**src/rtl/vga_sync_decoder.sv**
```systemverilog
// VGA timing decoder: measures hsync/vsync against the nominal timing,
// locks after one clean frame and emits active-pixel coordinates and colour.
module vga_sync_decoder #(
  parameter int unsigned H_SYNC  = 96,
  parameter int unsigned H_BACK  = 48,
  parameter int unsigned H_VALID = 640,
  parameter int unsigned H_TOTAL = 800,
  parameter int unsigned V_SYNC  = 2,
  parameter int unsigned V_BACK  = 33,
  parameter int unsigned V_VALID = 480,
  parameter int unsigned V_TOTAL = 525
) (
  input  logic       sys_clk,
  input  logic       sys_rstn,
  input  logic       hsync,
  input  logic       vsync,
  input  logic [2:0] vga_rgb,
  output logic [9:0] pix_x,
  output logic [9:0] pix_y,
  output logic [2:0] pix_rgb,
  output logic       pix_valid,
  output logic       frame_start,
  output logic       locked,
  output logic       sync_err,
  output logic [7:0] err_cnt
);

  localparam int unsigned HCW  = 11;
  localparam int unsigned VCW  = 10;
  localparam int unsigned PXW  = 10;
  localparam int unsigned RGBW = 3;
  localparam int unsigned ECW  = 8;

  localparam logic [HCW-1:0] H_MAX     = '1;
  localparam logic [VCW-1:0] V_MAX     = '1;
  localparam logic [ECW-1:0] E_MAX     = '1;
  localparam logic [HCW-1:0] H_LAST    = HCW'(H_TOTAL - 1);
  localparam logic [HCW-1:0] H_SYNC_W  = HCW'(H_SYNC);
  localparam logic [HCW-1:0] H_START   = HCW'(H_SYNC + H_BACK);
  localparam logic [HCW-1:0] H_END     = HCW'(H_SYNC + H_BACK + H_VALID);
  localparam logic [VCW-1:0] V_LAST    = VCW'(V_TOTAL - 1);
  localparam logic [VCW-1:0] V_START   = VCW'(V_SYNC + V_BACK);
  localparam logic [VCW-1:0] V_END     = VCW'(V_SYNC + V_BACK + V_VALID);

  typedef enum logic [1:0] {
    SEARCH = 2'd0,
    CHECK  = 2'd1,
    LOCKED = 2'd2
  } state_e;

  state_e              state_q, state_d;
  logic                bad_q, bad_d;
  logic                hs_s1_q, hs_s2_q, vs_s1_q, vs_s2_q;
  logic [RGBW-1:0]     rgb_s1_q, rgb_s2_q;
  logic [HCW-1:0]      h_cnt_q, h_cnt_d;
  logic [VCW-1:0]      v_cnt_q, v_cnt_d;
  logic                hs_rise, hs_fall, vs_rise;
  logic                line_bad, frame_bad, exit_err;
  logic                h_win, v_win;

  logic [PXW-1:0]      pix_x_q, pix_x_d;
  logic [PXW-1:0]      pix_y_q, pix_y_d;
  logic [RGBW-1:0]     pix_rgb_q, pix_rgb_d;
  logic                pix_valid_q, pix_valid_d;
  logic                frame_start_q, frame_start_d;
  logic                locked_q, locked_d;
  logic                sync_err_q, sync_err_d;
  logic [ECW-1:0]      err_cnt_q, err_cnt_d;

  // Edge detect on the two-stage input pipeline.
  always_comb begin
    hs_rise = hs_s1_q & ~hs_s2_q;
    hs_fall = ~hs_s1_q & hs_s2_q;
    vs_rise = vs_s1_q & ~vs_s2_q;
  end

  // Current-cycle line/frame counters and timing error detection.
  always_comb begin
    h_cnt_d = h_cnt_q;
    v_cnt_d = v_cnt_q;
    if (hs_rise) begin
      h_cnt_d = '0;
    end else if (h_cnt_q != H_MAX) begin
      h_cnt_d = h_cnt_q + HCW'(1);
    end
    if (vs_rise) begin
      v_cnt_d = '0;
    end else if (hs_rise && (v_cnt_q != V_MAX)) begin
      v_cnt_d = v_cnt_q + VCW'(1);
    end
    line_bad  = (hs_rise && (h_cnt_q != H_LAST)) ||
                (hs_fall && (h_cnt_d != H_SYNC_W)) ||
                (h_cnt_d == H_MAX);
    frame_bad = vs_rise && (v_cnt_q != V_LAST);
  end

  // Input pipeline and counter registers.
  always_ff @(posedge sys_clk) begin
    if (!sys_rstn) begin
      hs_s1_q  <= 1'b0;
      hs_s2_q  <= 1'b0;
      vs_s1_q  <= 1'b0;
      vs_s2_q  <= 1'b0;
      rgb_s1_q <= '0;
      rgb_s2_q <= '0;
      h_cnt_q  <= '0;
      v_cnt_q  <= '0;
    end else begin
      hs_s1_q  <= hsync;
      hs_s2_q  <= hs_s1_q;
      vs_s1_q  <= vsync;
      vs_s2_q  <= vs_s1_q;
      rgb_s1_q <= vga_rgb;
      rgb_s2_q <= rgb_s1_q;
      h_cnt_q  <= h_cnt_d;
      v_cnt_q  <= v_cnt_d;
    end
  end

  // FSM state register, including the bad-line accumulator of the frame under test.
  always_ff @(posedge sys_clk) begin
    if (!sys_rstn) begin
      state_q <= SEARCH;
      bad_q   <= 1'b0;
    end else begin
      state_q <= state_d;
      bad_q   <= bad_d;
    end
  end

  // FSM next state; each vs_rise starts a fresh frame measurement.
  always_comb begin
    state_d = state_q;
    bad_d   = bad_q;
    case (state_q)
      SEARCH: begin
        if (vs_rise) begin
          state_d = CHECK;
          bad_d   = 1'b0;
        end
      end
      CHECK: begin
        if (vs_rise) begin
          if (!(bad_q || line_bad || frame_bad)) begin
            state_d = LOCKED;
          end
          bad_d = 1'b0;
        end else begin
          bad_d = bad_q | line_bad;
        end
      end
      LOCKED: begin
        if (line_bad || frame_bad) begin
          state_d = SEARCH;
        end
      end
      default: begin
        state_d = SEARCH;
        bad_d   = 1'b0;
      end
    endcase
  end

  // FSM outputs and pixel window decode, registered below.
  always_comb begin
    exit_err      = (state_q == LOCKED) && (state_d == SEARCH);
    locked_d      = (state_d == LOCKED);
    h_win         = (h_cnt_d >= H_START) && (h_cnt_d < H_END);
    v_win         = (v_cnt_d >= V_START) && (v_cnt_d < V_END);
    pix_valid_d   = locked_d && h_win && v_win;
    pix_x_d       = '0;
    pix_y_d       = '0;
    pix_rgb_d     = '0;
    if (pix_valid_d) begin
      pix_x_d   = PXW'(h_cnt_d - H_START);
      pix_y_d   = PXW'(v_cnt_d - V_START);
      pix_rgb_d = rgb_s2_q;
    end
    frame_start_d = vs_rise && (state_q == LOCKED) && (state_d == LOCKED);
    sync_err_d    = exit_err;
    err_cnt_d     = err_cnt_q;
    if (exit_err && (err_cnt_q != E_MAX)) begin
      err_cnt_d = err_cnt_q + ECW'(1);
    end
  end

  // Output registers.
  always_ff @(posedge sys_clk) begin
    if (!sys_rstn) begin
      pix_x_q       <= '0;
      pix_y_q       <= '0;
      pix_rgb_q     <= '0;
      pix_valid_q   <= 1'b0;
      frame_start_q <= 1'b0;
      locked_q      <= 1'b0;
      sync_err_q    <= 1'b0;
      err_cnt_q     <= '0;
    end else begin
      pix_x_q       <= pix_x_d;
      pix_y_q       <= pix_y_d;
      pix_rgb_q     <= pix_rgb_d;
      pix_valid_q   <= pix_valid_d;
      frame_start_q <= frame_start_d;
      locked_q      <= locked_d;
      sync_err_q    <= sync_err_d;
      err_cnt_q     <= err_cnt_d;
    end
  end

  assign pix_x       = pix_x_q;
  assign pix_y       = pix_y_q;
  assign pix_rgb     = pix_rgb_q;
  assign pix_valid   = pix_valid_q;
  assign frame_start = frame_start_q;
  assign locked      = locked_q;
  assign sync_err    = sync_err_q;
  assign err_cnt     = err_cnt_q;

endmodule

```
**config.mk**
```make
export PLATFORM = sky130hd
export DESIGN_NAME = vga_sync_decoder
export DESIGN_NICKNAME = d
export VERILOG_FILES = /design/src/rtl/vga_sync_decoder.sv
export SDC_FILE = /design/constraint.sdc
export NUM_CORES = 1
export LEC_CHECK = 0
export BUFFER_PORTS_ARGS = -buffer_cell sky130_fd_sc_hd__clkbuf_2
export CORE_MARGIN = 2
export CORE_UTILIZATION = 35
export CTS_BUF_LIST = sky130_fd_sc_hd__clkbuf_4
export DETAILED_ROUTE_END_ITERATION = 7
export PLACE_DENSITY_LB_ADDON = 0.1
export SLEW_MARGIN = 20
export SYNTH_ARGS = -nofsm -noshare
export SYNTH_HDL_FRONTEND = slang
export SYNTH_SLANG_ARGS = --single-unit
```
**constraint.sdc**
```tcl
create_clock -name sys_clk -period 4.8 [get_ports sys_clk]
set_clock_uncertainty 0.2 [all_clocks]
set_input_delay 0.24 -clock sys_clk [delete_from_list [all_inputs] [get_ports sys_clk]]
set_output_delay 0.24 -clock sys_clk [all_outputs]
set_load 0.01 [all_outputs]
```
==> results of run 1 <==
[cells in the final DEF, fill, tap and decap left out, drive strengths merged, types with 4 or more instances in the layout]
master	n
or3	4
o41ai	5
xnor2	11
and4	5
nand3	8
a21oi	22
ha	9
nand2	26
dlygate4sd3	5
buf	4
nor2b	6
and2	21
a31oi	5
nand2b	5
nand4	5
dfxtp	69
clkinv	5
and3	11
nor4	8
o21ai	14
nor3	11
mux2i	5
inv	16
o211ai	4
or4	5
clkbuf	51
nor3b	4
nor2	50
[power groups by stage]
stage,clock (mW),sequential [mW],combinational (mW)
detailed placement,0,0.599,0.0545
global placement,0,0.599,0.0545
global route,0.426,0.588,0.0639
finish,0.380,0.586,0.0569
floorplan,0,0.597,0.0382
CTS,0.396,0.586,0.0579
[cells by family (layout without fill, tap and decap cells)]
family	count (synthesis)	after routing	synth area share, %
DFF	69	69	42.3
and+or+nand+nor	177	177	29.7
xor gates and xnor gates	14	14	3.76
muxes	5	5	1.53
AOI/OAI and AO/OA	69	69	15.6
adders and majority gates	9	9	3.45
buffers and inverters	30	83	3.64
[cell type report]
type / count / area [um2]
well taps: 111 / 139
clock buffers: 10 / 75.1
multi-input cells: 274 / 1770
inverters: 17 / 63.8
clock inverters: 6 / 63.8
flip-flops and latches: 69 / 1380
fillers: 931 / 5370
repair buffers: 50 / 285
[metrics by stage]
stage               hold WS [ps]  power, mW  util [%]  area, um2  cells
floorplan                    167      0.635         -       3260    373
global placement             199      0.654      39.2       3580    516
detailed placement           200      0.654      39.2       3580    516
CTS                          152       1.04      41.2       3770    537
global route                 228       1.08      41.3       3780    537
finish                       159       1.02      41.3       3780    537
[routing by layer]
metal	up-vias	track usage, %
met2	78	26.6
li1	1437	-
met5	-	0
met4	0	4.95
met1	1330	22.8
met3	12	4.72
[registers in the layout (all words and copies together), names as in the netlist, 2 cells and up]
register / count
h_cnt_q: 11
pix_x: 10
pix_y: 10
v_cnt_q: 10
err_cnt: 8
pix_rgb: 3
rgb_s1_q: 3
rgb_s2_q: 3
state_q: 2
[worst min-delay path by stage]
stage / from / endpoint / slack, ps / cells after the start
final: sys_rstn / sync_err / 160 / 3
after global routing: sys_rstn / sync_err / 230 / 3
after CTS: sys_rstn / sync_err / 150 / 3
after detailed placement: rgb_s2_q[1] / pix_rgb[1] / 200 / 2
after global placement: rgb_s2_q[2] / pix_rgb[2] / 200 / 2
after floorplan: hsync / hs_s1_q / 170 / 1
[critical path, delay by kind of cell (launching register included)]
| kind | cells | cell delay (ps) |
|---|---|---|
| fa+ha+maj | 2 | 520 |
| compound gates | 5 | 1130 |
| simple gates | 6 | 1750 |
| flops | 1 | 460 |
==> flow_summary.json, run 1 <==
{
  "p_sw_mw": 0.259,
  "pre_cts_ws_ps": 432,
  "area_growth_pct": 15.8,
  "initial_utilization_pct": 35.7,
  "vias": 2857,
  "clkPwrFrac_pct": 37.2,
  "cts_buffer_depth": 2,
  "grt_usage_pct": 17.0,
  "drc_errors": 0,
  "clock_latency_ps": 410,
  "leakage_nw": 1.52,
  "overflow": 0,
  "wl_met3_um": 388,
  "rrSetupSlack_ps": 640,
  "drive_above_1_share_pct": 17.1,
  "r2r-start": "h_cnt_q[1]",
  "ys_ff_latch": 69,
  "critPathCapture": "err_cnt[5]",
  "port_buffers": 41,
  "layout.nets": 437,
  "ir_worst_vdd_uv": 114,
  "drt_iter0_drc": 127,
  "dp_hpwl_um": 5750,
  "coreArea_mm2": 0.00915,
  "hold_viol": 0,
  "crit_fanout": 15,
  "numCtsBuffers": 9,
  "cts_tree": "built",
  "topRoutingLayerUsed": "met4",
  "yosysTopAreaCellShare_pct": 42.3,
  "path_cells": "ha_1, nand2_1, nor4_2, o21ai_0, a21oi_1, ha_1, nand2_1, nor2_1, o211ai_4, o41ai_4, nor2_2, or4_1, a21oi_1",
  "placementRows": 35,
  "via_per_inst": 5.32,
  "synthTopCellsByCount": "dfxtp_1, nor2_1, nand2_1, a21oi_1, and2_1",
  "critPathRequiredTime_ps": 4930,
  "synth_nets": 389,
  "post_synth_num_cell_types": 58,
  "cts-hold-fix-buffers": 5,
  "pwr-share-comb_pct": 5.6,
  "min_period_over_period_pct": 86.6,
  "worstPathArrival_ps": 4280,
  "cts_root_buf": "clkbuf_4",
  "firstDrtPassIters": 4,
  "worstSetupEndpointType": "flip-flop",
  "die_h_um": 101,
  "yosys.area.top_type": "dfxtp_1",
  "route.met2.wl_um": 3600,
  "post_cts_buffers": 0,
  "relSlewSlack_pct": 34.1,
  "status": "finished clean",
  "grt_setup_unrepaired": "false",
  "worstHoldPathType": "in2reg",
  "max_stage_delay_ps": 630,
  "avgSynthCellArea_um2": 8.75,
  "drt_wl_total_um": 8060,
  "crit_path_start": "h_cnt_q[1]",
  "ys_async_sr_fraction_pct": 0,
  "r2r_cells": 13,
  "clock-sinks": 69,
  "tightest_slew_ps": 987,
  "drv_slew": 0,
  "yosysMostFrequentCell": "dfxtp_1",
  "cts_max_level": 3,
  "setup_viol": 0,
  "ys_warn_count": 0,
  "syn_inst": 373,
  "antenna_cells": 0,
  "cp-start-kind": "flip-flop",
  "p_sw_share_pct": 25.3,
  "period_minus_slack_ps": 4160,
  "wl_per_cell_um": 15.0,
  "clk_pin_slew_ps": 120,
  "dieArea_mm2": 0.0101,
  "ios": 42,
  "synth_edf_count": 0,
  "drt-met1-wl_um": 3960,
  "fin_tns_setup_ps": 0,
  "power_density_mw_per_mm2": 271,
  "synth_area_leaders": "dfxtp_1, nor2_1, and2_1",
  "netlist_area_mm2": 0.00326,
  "place_congestion": 0.903,
  "internal_power_mw": 0.765,
  "cts_resized": 0,
  "seqPwrFrac_pct": 57.3,
  "die_w_um": 101,
  "worst-setup-path-type": "reg2reg",
  "ys.flop_type": "dfxtp_1",
  "grt_pass1_wl_um": 13400,
  "crit_slowest_cell": "nor4_2",
  "grt_pass1_vias": 2694,
  "grt_max_degree": 25,
  "drt.antenna.violating_nets": 0,
  "max_freq_mhz": 241,
  "antenna_found_initial": 0,
  "ys_seq_area_share_pct": 42.3,
  "setup_slack_ps": 645,
  "drv_cap": 0,
  "r2r_end": "err_cnt[5]"
}
No activity file was read; power rests on OpenSTA's default activity.
==> run 2, diff against run 1 <==
CORE_MARGIN = default   (was 2)
==> flow_summary.json, run 2 (synthesized netlist as in run 1, its figures left out) <==
{
  "antenna_cells": 0,
  "regArea_mm2": 0.00138,
  "tightest_slew_ps": 1080,
  "vias": 2813,
  "placementRows": 34,
  "min_period_over_period_pct": 89.7,
  "hold_viol": 0,
  "ir_worst_vdd_uv": 111,
  "grt_pass1_wl_um": 12500,
  "fillerInstances": 910,
  "crit_fanout": 24,
  "via_per_inst": 5.29,
  "cts_max_level": 3,
  "use_met2_pct": 25.9,
  "layout_commonest_cell": "dfxtp_1",
  "worst-setup-path-type": "reg2reg",
  "relSlewSlack_pct": 27.9,
  "grt_usage_pct": 16.4,
  "cts_root_buf": "clkbuf_4",
  "drt.antenna.violating_nets": 0,
  "drv_cap": 0,
  "max_stage_delay_ps": 880,
  "path_cells": "nand2_1, o41ai_1, mux2i_1, nor2_1, ha_1, or4_1, nand2_1, a21oi_1, o211ai_2, nor2_1",
  "drt_wl_total_um": 7540,
  "place_congestion": 0.877,
  "initial_utilization_pct": 36.7,
  "antenna_found_initial": 0,
  "setup_viol": 0,
  "area_growth_pct": 14.3,
  "top_register": "h_cnt_q",
  "cp-start-kind": "flip-flop",
  "grt_max_degree": 25,
  "dp_hpwl_um": 5320,
  "coreArea_mm2": 0.00889,
  "clock-sinks": 69,
  "cts_tree": "built",
  "grt_setup_unrepaired": "false",
  "dp.cells": 512,
  "drive_above_1_share_pct": 16.7,
  "grtUsageMet1_pct": 22.2,
  "crit_slowest_cell": "o211ai_2",
  "largest_reg_flops": 11,
  "numCtsBuffers": 9,
  "max_freq_mhz": 232,
  "cts_resized": 0,
  "drt_iter0_drc": 156,
  "top_usage_layer": "met2",
  "worstSetupEndpointType": "flip-flop",
  "status": "finished clean",
  "die_h_um": 98.6,
  "setup_slack_ps": 495,
  "clock_latency_ps": 410,
  "overflow": 0,
  "fin_util_pct": 42.0,
  "grt_use_met3_pct": 3.33,
  "p_total_mw": 0.958,
  "post_cts_buffers": 0,
  "ios": 42,
  "layout.nets": 436,
  "power_density_mw_per_mm2": 257,
  "die_w_um": 98.6,
  "pre_cts_ws_ps": 540,
  "multiInputGateArea_mm2": 0.00176,
  "wl_per_cell_um": 14.2,
  "drc_errors": 0,
  "final_cells": 532,
  "leakage_nw": 1.51,
  "period_minus_slack_ps": 4300,
  "final_cell_mix": "dfxtp_1, nor2_1, clkbuf_2",
  "critPathRequiredTime_ps": 4830,
  "grt_pass1_vias": 2559,
  "clk_pin_slew_ps": 140,
  "cts_buffer_depth": 2,
  "dieArea_mm2": 0.00972,
  "port_buffers": 41,
  "fin_tns_setup_ps": 0,
  "worstHoldPathType": "in2reg",
  "worstPathArrival_ps": 4340,
  "firstDrtPassIters": 4,
  "drv_slew": 0
}
## run 2: repair_timing
action / in CTS / in global routing
endpoints found under the setup margin: 0 / 0
hold endpoints to repair: 5 / 0
hold buffers: 5 / 0
## run 2: per-layer routing
layer	wire length (um)	vias up
met3	398	4
met5	0	-
met4	51	0
li1	-	1427
met1	3660	1309
met2	3420	73
## run 2: worst paths after layout
check	start	endpoint	slack, ps	depth (start not counted)
worst max-delay path	v_cnt_q[6]	pix_x[6]	500	10
worst min-delay path	sys_rstn	sync_err	160	3
worst max register to register	v_cnt_q[6]	pix_x[6]	500	10
worst min register to register	rgb_s2_q[0]	pix_rgb[0]	220	2
## run 2: where the power goes
| part | switching, mW | internal [mW] |
|---|---|---|
| combinational | 0.0349 | 0.0201 |
| sequential | 0.00606 | 0.580 |
| clock | 0.214 | 0.103 |
| total | 0.255 | 0.703 |
## run 2: layout make-up
| type | instances | area share [%] |
|---|---|---|
| multi-input cells | 274 | 47.3 |
| clock inverters | 6 | 1.11 |
| repair buffers | 49 | 7.44 |
| clock buffers | 9 | 1.81 |
| flip-flops and latches | 69 | 37.0 |
| inverters | 17 | 1.71 |
| well taps | 108 | 3.62 |
## run 2: worst max-delay path, delay by kind of cell (launching register included)
family / cells / cell delay, ps
DFF: 1 / 460
adders and majority gates: 1 / 270
and+or+nand+nor: 5 / 1130
muxes: 1 / 300
AOI/OAI and AO/OA: 3 / 1770
## run 2: per-stage QoR
stage	hold slack [ps]	instance area (um2)
6_report	158	3730
5_1_grt	150	3730
4_1_cts	146	3730
3_5_place_dp	201	3570
3_3_place_gp	196	3570
2_1_floorplan	167	3260
